==> src/rtl/seq_unsigned_divider.sv <==
// ---------------------------------------------------------------------------
// seq_unsigned_divider
//
// Iterative unsigned divider: Q = N / D, R = N % D for WIDTH-bit operands.
// It uses a restoring shift-subtract recurrence that resolves one quotient
// bit per clock, so a normal divide takes WIDTH cycles.
//
// Handshake semantics (both channels):
//   A transfer happens on the rising clk edge where valid && ready are both
//   high. The producer holds valid and its payload until that edge. The
//   consumer may hold ready low for as long as it likes. The request channel
//   (in_valid/in_ready, N, D) is only sampled in IDLE. The response channel
//   (out_valid/out_ready, Q, R, div_by_zero) holds its payload stable while
//   out_valid is high and out_ready is low.
//
// Ports:
//   clk          rising-edge clock
//   rst_n        asynchronous active-low reset
//   in_valid     request valid (N, D)
//   in_ready     divider can accept a request (registered)
//   N, D         dividend, divisor
//   out_valid    result valid (registered)
//   out_ready    consumer accepts the result
//   Q, R         quotient, remainder (registered)
//   div_by_zero  accepted divisor was zero (registered)
//   dbg_state    current FSM state: 0 IDLE, 1 RUN, 2 DONE
// ---------------------------------------------------------------------------
module seq_unsigned_divider #(
    parameter int WIDTH = 32
) (
    input  logic             clk,
    input  logic             rst_n,
    input  logic             in_valid,
    output logic             in_ready,
    input  logic [WIDTH-1:0] N,
    input  logic [WIDTH-1:0] D,
    output logic             out_valid,
    input  logic             out_ready,
    output logic [WIDTH-1:0] Q,
    output logic [WIDTH-1:0] R,
    output logic             div_by_zero,
    output logic [1:0]       dbg_state
);

    localparam int CW = $clog2(WIDTH + 1);

    typedef enum logic [1:0] {
        IDLE = 2'd0,
        RUN  = 2'd1,
        DONE = 2'd2
    } state_t;

    state_t           state;
    logic [CW-1:0]    count;
    logic [WIDTH-1:0] d_reg;
    logic [WIDTH-1:0] shreg;   // dividend bits shift out the top, quotient bits shift in the bottom
    logic [WIDTH-1:0] rem;     // partial remainder, always < d_reg

    // One recurrence step. The trial value is WIDTH+1 bits so divisors above
    // 2^(WIDTH-1) still compare correctly; when it fits, the difference is
    // below d_reg and therefore fits back into WIDTH bits.
    logic [WIDTH:0]   trial;
    logic             fits;
    logic [WIDTH-1:0] rem_next;
    logic [WIDTH-1:0] shreg_next;

    always_comb begin
        trial      = {rem, shreg[WIDTH-1]};
        fits       = (trial >= {1'b0, d_reg});
        rem_next   = fits ? WIDTH'(trial - {1'b0, d_reg}) : trial[WIDTH-1:0];
        shreg_next = {shreg[WIDTH-2:0], fits};
    end

    assign dbg_state = state;

    always_ff @(posedge clk or negedge rst_n) begin
        if (!rst_n) begin
            state       <= IDLE;
            in_ready    <= 1'b1;
            out_valid   <= 1'b0;
            Q           <= '0;
            R           <= '0;
            div_by_zero <= 1'b0;
            count       <= '0;
            d_reg       <= '0;
            shreg       <= '0;
            rem         <= '0;
        end else begin
            case (state)
                IDLE: begin
                    if (in_valid && in_ready) begin
                        d_reg    <= D;
                        shreg    <= N;
                        rem      <= '0;
                        in_ready <= 1'b0;
                        if (D != '0) begin
                            count <= CW'(WIDTH);
                            state <= RUN;
                        end else begin
                            // Result is known at once; out_valid follows one
                            // cycle later from DONE.
                            Q           <= '1;
                            R           <= N;
                            div_by_zero <= 1'b1;
                            state       <= DONE;
                        end
                    end
                end

                RUN: begin
                    shreg <= shreg_next;
                    rem   <= rem_next;
                    count <= count - CW'(1);
                    if (count == CW'(1)) begin
                        Q           <= shreg_next;
                        R           <= rem_next;
                        div_by_zero <= 1'b0;
                        out_valid   <= 1'b1;
                        state       <= DONE;
                    end
                end

                DONE: begin
                    // The divide-by-zero path arrives with out_valid still low.
                    if (!out_valid) begin
                        out_valid <= 1'b1;
                    end else if (out_ready) begin
                        out_valid <= 1'b0;
                        in_ready  <= 1'b1;
                        state     <= IDLE;
                    end
                end

                default: begin
                    state     <= IDLE;
                    in_ready  <= 1'b1;
                    out_valid <= 1'b0;
                end
            endcase
        end
    end

endmodule

==> config.mk <==
export PLATFORM = sky130hd
export DESIGN_NAME = seq_unsigned_divider
export DESIGN_NICKNAME = d
export VERILOG_FILES = /design/src/rtl/seq_unsigned_divider.sv
export SDC_FILE = /design/constraint.sdc
export NUM_CORES = 1
export LEC_CHECK = 0
export ABC_AREA = 1
export BUFFER_PORTS_ARGS = -buffer_cell sky130_fd_sc_hd__buf_2
export CORE_MARGIN = 2
export CORE_UTILIZATION = 60
export DETAILED_ROUTE_END_ITERATION = 8
export PLACE_DENSITY_LB_ADDON = 0.1
export SYNTH_ARGS = -nofsm -noshare
export SYNTH_HDL_FRONTEND = slang
export SYNTH_SLANG_ARGS = --single-unit
export TNS_END_PERCENT = 10
==> constraint.sdc <==
create_clock -name clk -period 4.15 [get_ports clk]
set_clock_uncertainty 0.1 [all_clocks]
set_input_delay 0.83 -clock clk [delete_from_list [all_inputs] [get_ports clk]]
set_output_delay 0.83 -clock clk [all_outputs]
set_load 0.005 [all_outputs]
==> impl_metrics.env <==
export IMPL_pwr_share_clk=0.173
export IMPL_critPathKind="primary input to register"
export IMPL_finalCritPeriodShare=0.765
export IMPL_slew_violations=0
export IMPL_coreArea_sq_mm=0.0180
export IMPL_wl_microns=30200
export IMPL_period_needed_ns=3.17
export IMPL_fin_area_sq_mm=0.0124
export IMPL_dp_cells=1925
export IMPL_finalSetupViolCount=0
export IMPL_powerDensity_mw_per_mm2=774
export IMPL_drive_gt1_frac=0.165
export IMPL_start_kind="primary input"
export IMPL_worst_slew_pin_slew_ns=1.10
export IMPL_routedWlPerCell_microns=15.4
export IMPL_port_buffers=136
export IMPL_ys_ff_latch=171
export IMPL_dieWidth_microns=140
export IMPL_cp_max_fo=33
export IMPL_hold_viol=0
export IMPL_leakage_nw=7.01
export IMPL_peakVddDrop_mv=0.485
export IMPL_cts_sinks=171
export IMPL_combPwrFrac=0.539
export IMPL_cts_tree="built"
export IMPL_gp_congestion=0.941
export IMPL_grt_pass1_vias=9754
export IMPL_synth_cell_type_count=39
export IMPL_clock_root_buffer="clkbuf_16"
export IMPL_synth_edf_count=0
export IMPL_ys_seq_area_frac=0.388
export IMPL_h_tree_depth=4
export IMPL_drv_cap=0
export IMPL_finalNetCount=1821
export IMPL_status="finished clean"
export IMPL_dpl_cell_area_sq_mm=0.0118
export IMPL_slew_headroom=0.261
export IMPL_hp_class="primary input to async pin"
export IMPL_tns_ns=0
export IMPL_gr_total_overflow=0
export IMPL_clkTransAtPathRegs_ns=0.08
export IMPL_fp_row_count=49
export IMPL_grt_first_pass_wirelength_microns=49900
export IMPL_fill_cells=1582
export IMPL_fin_ws_ns=0.976
export IMPL_required_ns=4.36
export IMPL_drc=0
export IMPL_max_freq_mhz=315
export IMPL_postCtsHoldBufs=0
export IMPL_num_vias=10222
export IMPL_post_cts_resized=0
export IMPL_ys_flop_type="dfrtp_1"
export IMPL_die_area_sq_mm=0.0195
export IMPL_cp_end_kind="register"
export IMPL_dp_slack_ns=0.580
export IMPL_switchingPower_w=0.00473
export IMPL_postSynthCellCount=1607
export IMPL_ant_nets=0
export IMPL_cts_buffer_depth=2
export IMPL_grt_usage=0.321
export IMPL_io_pins=137
export IMPL_place_detailed_hpwl_microns=22200
export IMPL_syn_nets=1713
export IMPL_dr_pass1_iters=5
export IMPL_final_instance_count_excl_fill=1957
export IMPL_synthArstFlopShare=1.00
export IMPL_initial_core_util=0.612
export IMPL_p_total_w=0.00963
export IMPL_antenna_found_initial=0
export IMPL_die_height_microns=140
export IMPL_yosys_warnings=0
export IMPL_power_frac_seq=0.288
export IMPL_routed_via_density=5.22
export IMPL_rsz0062_at_grt="no"
export IMPL_p_sw_frac=0.492
export IMPL_synth_area_sq_mm=0.0110
export IMPL_worstPathArrival_ns=3.38
export IMPL_worstSkewPairLatency_ns=0.45
export IMPL_syn2layout_area_growth_pct=12.7
export IMPL_grt_max_degree=96
export IMPL_cts_setup_buffers=0
export IMPL_antenna_cells=0
export IMPL_p_int_w=0.00490
export IMPL_rr_worst_depth=13
export IMPL_cts_buffers=17
export IMPL_dr_first_iter_drc_count=809
export IMPL_synth_avg_cell_area_sq_um=6.87
## final timing paths
path / from / slack, ns / end
worst max-delay path: D[0] / 0.98 / Q[0]$_DFFE_PN0P_
worst min-delay path: rst_n / 0.36 / d_reg[13]$_DFFE_PN0P_
worst max register to register: rem[13]$_DFFE_PN0P_ / 1.02 / rem[11]$_DFFE_PN0P_
worst min register to register: d_reg[13]$_DFFE_PN0P_ / 0.39 / d_reg[13]$_DFFE_PN0P_
max in group asynchronous: rst_n / 2.67 / R[29]$_DFFE_PN0P_
min in group clk: d_reg[13]$_DFFE_PN0P_ / 0.39 / d_reg[13]$_DFFE_PN0P_
## power groups by stage
stage	sequential, W	clock, W	combinational [W]
floorplan	0.00271	0	0.00372
global placement	0.00277	0	0.00505
detailed placement	0.00278	0	0.00512
CTS	0.00276	0.00168	0.00517
global route	0.00284	0.00174	0.00589
finish	0.00277	0.00167	0.00519
## synth_stat cells, types with 8 or more instances
cell type / n / area [sq um]
inv_2: 9 / 33.8
nand3_1: 75 / 375
buf_2: 19 / 95.1
nor2_2: 10 / 62.6
ha_1: 37 / 463
dfrtp_1: 170 / 4250
or2_2: 33 / 206
clkbuf_1: 26 / 97.6
nand2_1: 512 / 1920
nand3_2: 31 / 310
inv_1: 294 / 1100
nand2_2: 11 / 68.8
nand4_1: 49 / 307
a21oi_1: 55 / 275
o21ai_0: 99 / 495
nor3_1: 8 / 40.0
nor2_1: 116 / 435
xor2_1: 15 / 131
## placed cells by master, fill, tap and decap left out, types with 36 or more instances in the layout
cell	netlist	final
nand4_1	49	49
dfrtp_1	170	170
nand2_1	512	511
nor2_1	116	116
nand3_1	75	74
buf_2	19	135
o21ai_0	99	99
inv_1	294	293
a21oi_1	55	54
ha_1	37	36
## layer usage
metal	track usage	vias up	share of wire
met4	0.0747	0	0.013
met3	0.0664	31	0.060
met2	0.500	303	0.45
met1	0.466	4729	0.48
met5	0	-	0
li1	-	5159	-
## logic make-up (layout without fill, tap and decap cells)
family	after synthesis	after routing	share of synthesized area
compound gates	160	160	0.0735
xor+xnor	16	16	0.0127
fa+ha+maj	38	38	0.0438
buf+inv	362	483	0.131
flops	171	171	0.388
simple gates	860	860	0.352
## critical path: stages
cell	delay, ns
buf_2	0.09
inv_1	0.06
nand4_1	0.17
nor3_1	0.31
nand2_1	0.16
nor2_1	0.27
nand2_1	0.23
nand2_1	0.13
nand2_2	0.40
nor2_2	0.20
buf_4	0.36
a31oi_1	0.13
## stage by stage
step | utilization | hold slack (ns)
final | 0.690 | 0.364
after global routing | 0.690 | 0.421
after CTS | 0.690 | 0.397
after detailed placement | 0.656 | 0.378
after global placement | 0.656 | 0.370
after floorplan | - | 0.353
## layout make-up
class | instances | area, sq um | share of cell area
inverters | 304 | 1140 | 0.0917
clock inverters | 14 | 175 | 0.0141
multi-input cells | 1074 | 5340 | 0.429
well taps | 229 | 287 | 0.0230
clock buffers | 18 | 439 | 0.0353
repair buffers | 147 | 782 | 0.0629
flip-flops and latches | 171 | 4280 | 0.344
Power figures use the tool's default switching activity.
